<file path="src/rtl/serial_adder_pkg.sv">
// rtl/serial_adder_pkg.sv - shared state encoding and defaults for the bit-serial adder
package serial_adder_pkg;

    localparam int DEFAULT_WIDTH = 8;

    localparam logic [1:0] IDLE = 2'd0;
    localparam logic [1:0] RUN  = 2'd1;
    localparam logic [1:0] DONE = 2'd2;

    typedef enum logic [1:0] {
        ST_IDLE = IDLE,
        ST_RUN  = RUN,
        ST_DONE = DONE
    } state_t;

endpackage

</file>
<file path="src/rtl/full_adder.sv">
// rtl/full_adder.sv - single-bit full adder cell
module full_adder (
    input  logic a,
    input  logic b,
    input  logic cin,
    output logic sum,
    output logic cout
);

    assign sum  = a ^ b ^ cin;
    assign cout = (a & b) | (cin & (a ^ b));

endmodule

</file>
<file path="src/rtl/serial_adder.sv">
// rtl/serial_adder.sv - LSB-first bit-serial adder around one full_adder cell
module serial_adder
    import serial_adder_pkg::*;
#(
    parameter int WIDTH = DEFAULT_WIDTH
) (
    input  logic             clk,
    input  logic             rst_n,
    input  logic             start,
    input  logic [WIDTH-1:0] a_in,
    input  logic [WIDTH-1:0] b_in,
    input  logic             cin_in,
    output logic             busy,
    output logic             done,
    output logic [WIDTH-1:0] sum_out,
    output logic             cout_out
);

    localparam int              CW   = $clog2(WIDTH);
    localparam logic [CW-1:0]   LAST = CW'(WIDTH - 1);

    state_t           state;
    state_t           state_nxt;
    logic [WIDTH-1:0] a_sh;
    logic [WIDTH-1:0] b_sh;
    logic [WIDTH-1:0] s_sh;
    logic             c_q;
    logic [CW-1:0]    cnt;
    logic             fa_sum;
    logic             fa_cout;
    logic             last_bit;

    full_adder u_fa (
        .a    (a_sh[0]),
        .b    (b_sh[0]),
        .cin  (c_q),
        .sum  (fa_sum),
        .cout (fa_cout)
    );

    assign last_bit = (cnt == LAST);

    always_comb begin
        state_nxt = state;
        busy      = 1'b0;
        done      = 1'b0;
        unique case (state)
            ST_IDLE: begin
                if (start) begin
                    state_nxt = ST_RUN;
                end
            end
            ST_RUN: begin
                busy = 1'b1;
                if (last_bit) begin
                    state_nxt = ST_DONE;
                end
            end
            ST_DONE: begin
                done      = 1'b1;
                state_nxt = ST_IDLE;
            end
            default: state_nxt = ST_IDLE;
        endcase
    end

    always_ff @(posedge clk or negedge rst_n) begin
        if (!rst_n) begin
            state <= ST_IDLE;
        end else begin
            state <= state_nxt;
        end
    end

    always_ff @(posedge clk or negedge rst_n) begin
        if (!rst_n) begin
            a_sh     <= '0;
            b_sh     <= '0;
            s_sh     <= '0;
            c_q      <= 1'b0;
            cnt      <= '0;
            sum_out  <= '0;
            cout_out <= 1'b0;
        end else begin
            if (state == ST_IDLE && start) begin
                a_sh <= a_in;
                b_sh <= b_in;
                s_sh <= '0;
                c_q  <= cin_in;
                cnt  <= '0;
            end else if (state == ST_RUN) begin
                a_sh <= a_sh >> 1;
                b_sh <= b_sh >> 1;
                s_sh <= {fa_sum, s_sh[WIDTH-1:1]};
                c_q  <= fa_cout;
                // Hold the counter on the last bit so it never wraps mid-operation.
                if (!last_bit) begin
                    cnt <= cnt + 1'b1;
                end else begin
                    sum_out  <= {fa_sum, s_sh[WIDTH-1:1]};
                    cout_out <= fa_cout;
                end
            end
        end
    end

endmodule

</file>
<file path="config.mk">
export PLATFORM = sky130hd
export DESIGN_NAME = serial_adder
export DESIGN_NICKNAME = d
export VERILOG_FILES = /design/src/rtl/serial_adder_pkg.sv /design/src/rtl/full_adder.sv /design/src/rtl/serial_adder.sv
export SDC_FILE = /design/constraint.sdc
export NUM_CORES = 1
export LEC_CHECK = 0
export BUFFER_PORTS_ARGS = -buffer_cell sky130_fd_sc_hd__clkbuf_2
export CAP_MARGIN = 20
export CORE_ASPECT_RATIO = 0.75
export CORE_MARGIN = 2
export CORE_UTILIZATION = 50
export DETAILED_ROUTE_END_ITERATION = 12
export PLACE_DENSITY = 0.73
export SETUP_SLACK_MARGIN = 0.3
export SLEW_MARGIN = 20
export SYNTH_ARGS = -nofsm -noshare
export SYNTH_HDL_FRONTEND = slang
export SYNTH_SLANG_ARGS = --single-unit
</file>
<file path="constraint.sdc">
create_clock -name clk -period 1.8 [get_ports clk]
set_clock_uncertainty 0.05 [all_clocks]
set_input_delay 0.27 -clock clk [delete_from_list [all_inputs] [get_ports clk]]
set_output_delay 0.27 -clock clk [all_outputs]
set_load 0.03 [all_outputs]
</file>
* Yosys cells after proc, flatten, opt, wreduce, memory -nomap -nowiden *
Index checks and enable logic that the tools add are counted.

storage, ports and cells
  register bits = 39
  bits in latches = 0
  memory bits (writable) = 0
  memory bits (read-only) = 0
  input port bits = 20
  output and inout port bits = 11
  word-level logic and storage cells = 43
  memories = 0

operators by class
  $add $sub $neg = 1
  $mul = 0
  divide/modulo/power cells = 0
  $lt $le $gt $ge = 0
  eq/ne operators = 6
  shifts and indexed selects = 0
  multiplexer cells = 16
  bitwise logic cells = 6
  reduce and logical (&&, ||, !) cells = 6

operators with widths
  cell                                            number
  two-way mux 8 bit                               6
  two-way mux 3 bit                               3
  two-way mux 1 bit                               4
  two-way mux 2 bit                               2
  != test 2 bit (second input constant)           2
  one-hot mux 2 bit (2 select lines)              1
  AND reduction 2 bit                             2
  adder 3 x 1 -> 3 bit (second input constant)    1
  == test 3 bit (second input constant)           1
  AND reduction 3 bit                             1
  AND 1 bit                                       2
  == test 2 x 1 -> 1 bit (second input constant)  1
  == test 2 bit (second input constant)           1
  zero test 2 bit                                 1
  != test 2 x 1 -> 1 bit (second input constant)  1
  nonzero test 2 bit                              1
  XOR 1 bit                                       2
  logical AND 1 bit                               1
  inverter 1 bit                                  1
  OR 1 bit                                        1

* Depth between registers and ports, before layout *
Gate-level depths: netlist (run 1).

  word-level depth = 5
  mapped depth = 5

* Hierarchy *
Synthesis (run 1) repeated with hierarchy kept, for this count alone.

unflattened totals
  cell total of the unflattened synthesis = 148
  area, all modules = 1681.6 µm²

by module, submodules not included
  module        times used  cells an instance  area an instance (µm²)
  serial_adder  1           147                1661.6
  full_adder    1           1                  20.0

* Least setup slack after synthesis (run 1) *
Ideal clock, no wire load.

  path type = reg2out
  start point = register state[1]
  end point = output done
  arrival time = 1.239 ns
  required time = 1.480 ns
  setup slack = 0.241 ns
  cell stages (with the launch flop) = 5
  buffers on the path = 2
  cell sequence = dfrtp_1 -> buf_6 -> clkinv_1 -> buf_2 -> nor2_1

between the ends
  longest elaborated chain between the ends = 2

RTL lines
  what                    line                source
  from (decl)             serial_adder.sv:22  state_t state;
  from (signal assigned)  serial_adder.sv:71  state <= state_nxt;
  == test 2 bit           serial_adder.sv:47  unique case (state)
  two-way mux 1 bit       serial_adder.sv:47
  to (decl)               serial_adder.sv:14  output logic done,

Every way passes these cells.

* Worst setup path after layout (run 1) *
Ends and elaborated chain as after synthesis.

==> metrics.txt, run 1 <==
CTS Root Buffer Type clkbuf_8; flop-to-flop setup slack 310 ps; Worst Hold Launch a_in[1]; Max Clk Rate 0.669 GHz; Synth cell types 28; power per cell area about 2000 mW/mm²; first-pass GRT wire length 5.91 mm; most frequent cells in the layout dfrtp_1, clkbuf_2, nor3_1; met2 WL about 1.7 mm; area of the multi-input gates slightly above 700 µm²; placed insts between 200 and 250; Synthesized Nets about 170; port buffer count 30; total number of vias approximately 1.3k; commonest non-fill, non-tap cell in the layout dfrtp_1; total of max-cap violations 0; wire per inst 16.0 µm; WHS Path Cells 3; Fill cells around 250; clock net sink count 38; Worst Tran Pin Value ~470 ps; final count of hold timing violations 0; worst skew pair latency 280 ps; synthesized area 0.00175 mm²; die height between 50 and 60 µm; Storage cell area around 950 µm²; die footprint ~0.004 mm²; yosys warns 0; GR Util All Layers roughly 20%; most area-consuming cells after synthesis dfrtp_1, mux2_4, a22o_1, nor3_1, nor2_1; met1 WL 1.68 mm; I/O pin total 31; vias in the first global route about 1.2k; maximum number of buffers from clock root to sink 2; CTS buffer count 5; Lkg Pwr approximately 1.0 nW; status complete, no violations; crit path kind reg2out; CTS tree yes; # setup viols final 0; slew margin rel. roughly two thirds; RR Endpoint cnt[2]; DIE WIDTH 72.2 µm; P&R area growth vs syn 19.4%; hpwl dp approximately 2.4 mm; core area about 0.0033 mm²; CP arrival ~1200 ps; Crit path required time approximately 1500 ps; min-delay worst type in2reg; fin util approximately 63%; post-synthesis register bit count 38; clk slew on worst S/H paths 70 ps; initial antenna violation count 0; WL met3 roughly 160 µm; Starting DRT DRC Count 96; # rows 18; Routed WL 3.59 mm; Final Critical Period approximately 1500 ps; DRT Pass-1 Iters 4; layout cells sized above 1 38.0%; Seq/Total Area, Yosys 54.5%; leading area contributor after synthesis dfrtp_1; number of H-tree levels 2; TNS Setup 0 ps; Peak VDD IR between 0.0008 and 0.0009 V; fin cells 224; unrepaired setup endpoints after global routing true; diode count 0; GRT overflow 0; Slew Limit Fails 0; largest net degree at the start of global routing 39; Highest Signal Layer met4; CP startpoint kind register; period utilization ~83%; crit-path max FO 11; reg-to-reg startpoint cnt[1]; # nets final between 200 and 250; Post-Syn Area per Cell roughly 12 µm²; top cell type's share of synthesized area 54.5%; Worst Reg2Reg Path Length in Cells 5; CP endpoint kind primary output; gp weighted congestion roughly 0.73; Routed Antenna Nets 0; DRC violations left 0; Endpoint, Worst Hold a_sh[1]; vias per inst 5.65; Cells after Synth 143; initial core utilization a little over half
-- worst max path at each step --
stage | start | to | slack (ps) | depth (start not counted)
floorplan | cnt[0] | cnt[0] | 380 | 5
global placement | cnt[0] | cnt[0] | 340 | 5
CTS | state[1] | done | 290 | 3
detailed placement | cnt[0] | cnt[0] | 280 | 5
finish | state[1] | done | 310 | 3
global route | state[1] | done | 240 | 3
-- logic make-up after synthesis --
logic type / after synthesis / synth area share (%)
buffers and inverters: 14 / 5.73
multiplexers: 10 / 8.39
AND/OR/NAND/NOR: 41 / 13.3
AO/OA/AOI/OAI: 37 / 15.5
adder cells (fa/ha/maj): 3 / 2.58
flip-flops: 38 / 54.5
-- Yosys cell counts --
cell	count
a22o_1	12
mux2_4	9
nand2b_4	2
nor3b_1	1
nor4b_1	3
mux2_2	1
fa_1	1
o2bb2ai_1	1
o22ai_1	9
a21o_1	1
o221ai_1	1
inv_1	3
dfrtp_1	38
nor3_1	15
nand2_2	1
a21oi_1	8
clkinv_4	1
ha_1	2
or2_1	1
buf_2	1
o32ai_1	5
buf_4	3
buf_6	4
nand2_8	1
clkbuf_1	1
clkinv_1	1
nor2_1	15
nand2_1	2
-- timing repair --
| item | 4_1_cts | 5_1_grt |
|---|---|---|
| pin swaps | 0 | 1 |
| hold buffers | 1 | 0 |
| endpoints found under the hold margin | 38 | 0 |
| gates resized for setup | 3 | 6 |
| buffers inserted | 3 | 3 |
| endpoints found under the setup margin | 4 | 7 |
-- area by class of cell --
type	count	area share (%)
clock buffer	7	4.14
clock inverter	1	0.240
inverter	5	1.20
multi-input combinational	91	34.6
sequential	38	45.7
tap	40	2.40
timing repair buffer	42	11.8
-- sequential cells by signal (all words and copies together) (netlist names) --
register	flops
a_sh	8
b_sh	8
sum_out	8
s_sh	7
cnt	3
state	2
c_q	1
cout_out	1
-- metal layers --
metal  vias up  global-route usage (%)
met2        25                    31.5
met5         -                       0
met1       628                    27.3
li1        606                       -
met4         0                    7.55
met3         7                    4.71
-- worst max-delay path, cell delays in order (launching register included) --
cell and delay, ps:
dfrtp_1 390, clkinv_2 180, nor2_2 120, clkbuf_2 210
-- per-stage QoR --
step           hold slack [ps]  instance area, µm²  worst slack (ps)  total power, W
2_1_floorplan            -75.6                1750               375         0.00296
3_3_place_gp               287                1910               340         0.00325
3_5_place_dp               289                1910               284         0.00335
4_1_cts                    208                2050               294         0.00403
5_1_grt                    222                2080               242         0.00437
6_report                   213                2080               305         0.00408
-- power by group --
part           switching [W]  internal, W  total [W]
Sequential          0.000311      0.00126    0.00157
Clock               0.000272     0.000309   0.000580
Combinational       0.000999     0.000931    0.00193
Total                0.00158      0.00250    0.00408
Note: power is estimated with default switching activity, not from simulation.
==> run 2, diff against run 1 <==
Settings changed: CORE_UTILIZATION 50 to 49, PLACE_DENSITY 0.73 to 0.74.
Clock period 1.8 ns to 1.28 ns, I/O delays scaled along.
==> metrics.txt, run 2 (synthesized netlist as in run 1, its figures left out) <==
status finished, violations left; failing checks setup timing; CP arrival between 1000 and 1500 ps; # rows 18; Storage cell area around 950 µm²; maximum number of buffers from clock root to sink 2; gp weighted congestion 0.790; Max Clk Rate approximately 0.66 GHz; CTS Root Buffer Type clkbuf_8; commonest non-fill, non-tap cell in the layout dfrtp_1; CP startpoint kind register; I/O pin total 31; # setup viols final 38; GRT overflow 0; DRT Pass-1 Iters 4; # nets final ~230; DRC violations left 0; unrepaired setup endpoints after global routing true; min-delay worst type in2reg; total number of vias around 1.6k; TNS Setup -5150 ps; slew margin rel. 73.6%; vias in the first global route 1,636; crit-path max FO 2; wire per inst 24.1 µm; Tot Pwr 0.00864 W; period utilization 118%; fin cells approximately 250; Final Critical Period between 1500 and 2000 ps; DIE WIDTH between 70 and 80 µm; hpwl dp approximately 2.6 mm; P&R area growth vs syn 59.9%; initial core utilization between 50 and 60%; worst setup path startpoint state[0]; Routed WL around 6.0 mm; layout cells sized above 1 between 50% and 60%; largest net degree at the start of global routing 39; placed insts roughly 220; port buffer count 30; GR Util All Layers between 20% and 30%; final count of hold timing violations 0; number of H-tree levels 2; Worst Hold Launch b_in[3]; vias per inst 6.27; CP endpoint kind primary output; core area 0.00336 mm²; Slew Limit Fails 0; diode count 0; Lkg Pwr about 1.3 nW; first-pass GRT wire length between 8 and 9 mm; fin util approximately 83%; Starting DRT DRC Count 128; CTS buffer count 5; die footprint 0.00406 mm²; Setup WS pre-CTS -98.2 ps; total of max-cap violations 0; Fill cells around 160; initial antenna violation count 0; area of the multi-input gates approximately 960 µm²; Crit path required time approximately 1000 ps; most frequent cells in the layout dfrtp_1, buf_4, clkbuf_2; reg-to-reg startpoint state[0]; Peak VDD IR around 0.0017 V; clk slew on worst S/H paths 80 ps; worst skew pair latency approximately 300 ps; Worst Tran Pin Value around 390 ps; final worst setup slack -235 ps; crit path kind reg2out; Routed Antenna Nets 0; CTS tree yes; power per cell area around 3100 mW/mm²; clock net sink count 38; Largest regs a_sh (8), b_sh (8), sum_out (8); die height between 50 and 60 µm
## run 2: critical path, cell delays in order (launching register included)
cell      delay [ps]
dfrtp_1          430
buf_6            150
nand2b_4         100
clkinv_8          60
buf_8            120
buf_8            120
## run 2: routing by layer
metal,vias up,routed length (µm),track usage (%)
li1,664,-,-
met1,793,2310,40.0
met2,94,2960,45.5
met3,23,522,9.96
met4,0,250,10.6
met5,-,0,0
## run 2: area by class of cell
class                   count  share of cell area (%)
multi-input cells          93                    34.5
flip-flops and latches     38                    34.1
repair buffers             67                    23.1
clock buffers               6                    2.96
clock inverters             2                    2.15
well taps                  40                    1.79
inverters                   5                    1.39
## run 2: final timing paths
| path | cells past startpoint | to | slack (ps) |
|---|---|---|---|
| worst max register to register | 6 | b_sh[4] | -210 |
| worst max-delay path | 5 | busy | -230 |
| worst min-delay path | 3 | b_sh[3] | 120 |
| max in group asynchronous | 3 | s_sh[3] | 650 |
| min in group asynchronous | 3 | b_sh[0] | 340 |
| worst min register to register | 1 | a_sh[7] | 460 |
## run 2: timing repair
item	in CTS	in global routing
endpoints found under the setup margin	49	49
gates resized for setup	55	18
endpoints found under the hold margin	38	0
pin swaps	10	7
cloned	4	0
hold buffers	1	0
buffers inserted	12	4
## run 2: metrics by stage
step,hold WS (ps),instance area [µm²]
2_1_floorplan,-154,1850
3_3_place_gp,122,2110
3_5_place_dp,127,2110
4_1_cts,121,2710
5_1_grt,123,2790
6_report,118,2790
## run 2: report_power, final
part	total [W]	internal (W)	switching [W]
combinational	0.00495	0.00274	0.00222
clock	0.00128	0.000831	0.000444
sequential	0.00241	0.00177	0.000643
==> run 3, diff against run 2 <==
Settings changed: CORE_UTILIZATION 49 to 50, CTS_BUF_LIST set to sky130_fd_sc_hd__clkbuf_4, HOLD_SLACK_MARGIN set to 0.05, PLACE_DENSITY 0.74 to 0.75.
==> metrics.txt, run 3 (synthesized netlist as in run 1, its figures left out) <==
Peak VDD IR 0.00149 V; crit path kind reg2out; Lkg Pwr approximately 1.3 nW; number of H-tree levels 2; # setup viols final 30; # nets final about 240; GR Util All Layers about a quarter; Worst Tran Pin Value 455 ps; unrepaired setup endpoints after global routing true; fin util 82.8%; worst setup path startpoint state[1]; clock net sink count 38; Slew Limit Fails 0; initial antenna violation count 0; Max Clk Rate ~0.68 GHz; P&R area growth vs syn 57.0%; DIE WIDTH 72.2 µm; Tot Pwr around 0.008 W; port buffer count 30; slew margin rel. 69.7%; CTS Root Buffer Type clkbuf_4; min-delay worst type in2reg; I/O pin total 31; largest net degree at the start of global routing 25; most frequent cells in the layout dfrtp_1, buf_4, clkbuf_2; diode count 0; vias per inst a little over 6; Routed Antenna Nets 0; vias in the first global route around 1.4k; GRT overflow 0; status finished, violations left; die footprint between 0.003 and 0.004 mm²; Largest regs a_sh (8), b_sh (8), sum_out (8); flop-to-flop setup slack -160 ps; CTS buffer count 5; power per cell area 2860 mW/mm²; period utilization 115%; failing checks setup timing; Final Critical Period between 1000 and 1500 ps; final worst setup slack -187 ps; reg-to-reg startpoint cnt[0]; Starting DRT DRC Count between 80 and 90; Setup WS pre-CTS -118 ps; Routed WL between 5 and 6 mm; clk slew on worst S/H paths 120 ps; crit-path max FO 3; first-pass GRT wire length just under 7 mm; maximum number of buffers from clock root to sink 2; gp weighted congestion between 0.7 and 0.8; layout cells sized above 1 60.8%; DRT Pass-1 Iters 5; CP endpoint kind primary output; DRC violations left 0; final count of hold timing violations 0; total number of vias 1,529; commonest non-fill, non-tap cell in the layout dfrtp_1; fin cells roughly 250; # rows 18; hpwl dp 2.68 mm; worst skew pair latency 340 ps; CP startpoint kind register; Crit path required time about 1000 ps; Worst Hold Launch b_in[4]; die height roughly 55 µm; total of max-cap violations 0; wire per inst 20.6 µm; core area ~0.0033 mm²; initial core utilization approximately 53%; CTS tree yes; CP arrival approximately 1200 ps; placed insts 220
[run 3: cell types whose count changed in the layout (fill, tap and decap cells not counted), sizes merged]
| cell | change |
|---|---|
| buf | +2 |
| bufbuf | -1 |
| bufinv | -2 |
| clkbuf | +2 |
| clkinv | +1 |
| inv | -1 |
[run 3: worst max-delay path: stages (launching register included)]
cell	delay, ps
dfrtp_1	410
nand2b_4	190
clkinv_8	60
buf_8	120
buf_8	120
[run 3: area by class of cell]
type / instances / area, µm²
Fill cell: 165 / 571
Inverter: 5 / 36.3
Clock buffer: 7 / 52.6
Sequential cell: 38 / 952
Tap cell: 40 / 50.0
Timing Repair Buffer: 69 / 658
Multi-Input combinational cell: 93 / 991
[run 3: layer usage]
layer | track usage [%] | up-vias | part of all wire (%)
li1 | - | 674 | -
met1 | 30.0 | 765 | 41
met2 | 39.9 | 67 | 49
met3 | 5.43 | 23 | 5.6
met4 | 11.9 | 0 | 3.7
met5 | 0 | - | 0
[run 3: timing repair]
action	in CTS	in global routing
hold buffers	1	0
pin swaps	3	19
endpoints found under the setup margin	49	49
buffers inserted	12	9
gates resized for setup	41	41
endpoints found under the hold margin	14	0
cloned	1	2
[run 3: through the flow]
step | instance area (µm²) | TNS (ps) | hold slack, ps
floorplan | 1850 | -703 | -154
global placement | 2100 | -688 | 89.7
detailed placement | 2100 | -1250 | 104
CTS | 2450 | -3180 | 71.1
global route | 2740 | -4290 | 73.3
finish | 2740 | -3270 | 61.5
[run 3: power by group]
part	switching [W]	leakage, nW	internal [W]
sequential	0.000597	0.466	0.00177
clock	0.000373	0.0322	0.000250
combinational	0.00213	0.752	0.00272
total	0.00310	1.25	0.00474
[run 3: final timing paths]
kind	end	cells after the start
setup / recovery	busy	4
hold / removal	b_sh[4]	3
setup reg to reg	cnt[0]	5
hold reg to reg	s_sh[1]	1
max in group asynchronous	sum_out[1]	3
min in group asynchronous	a_sh[5]	2
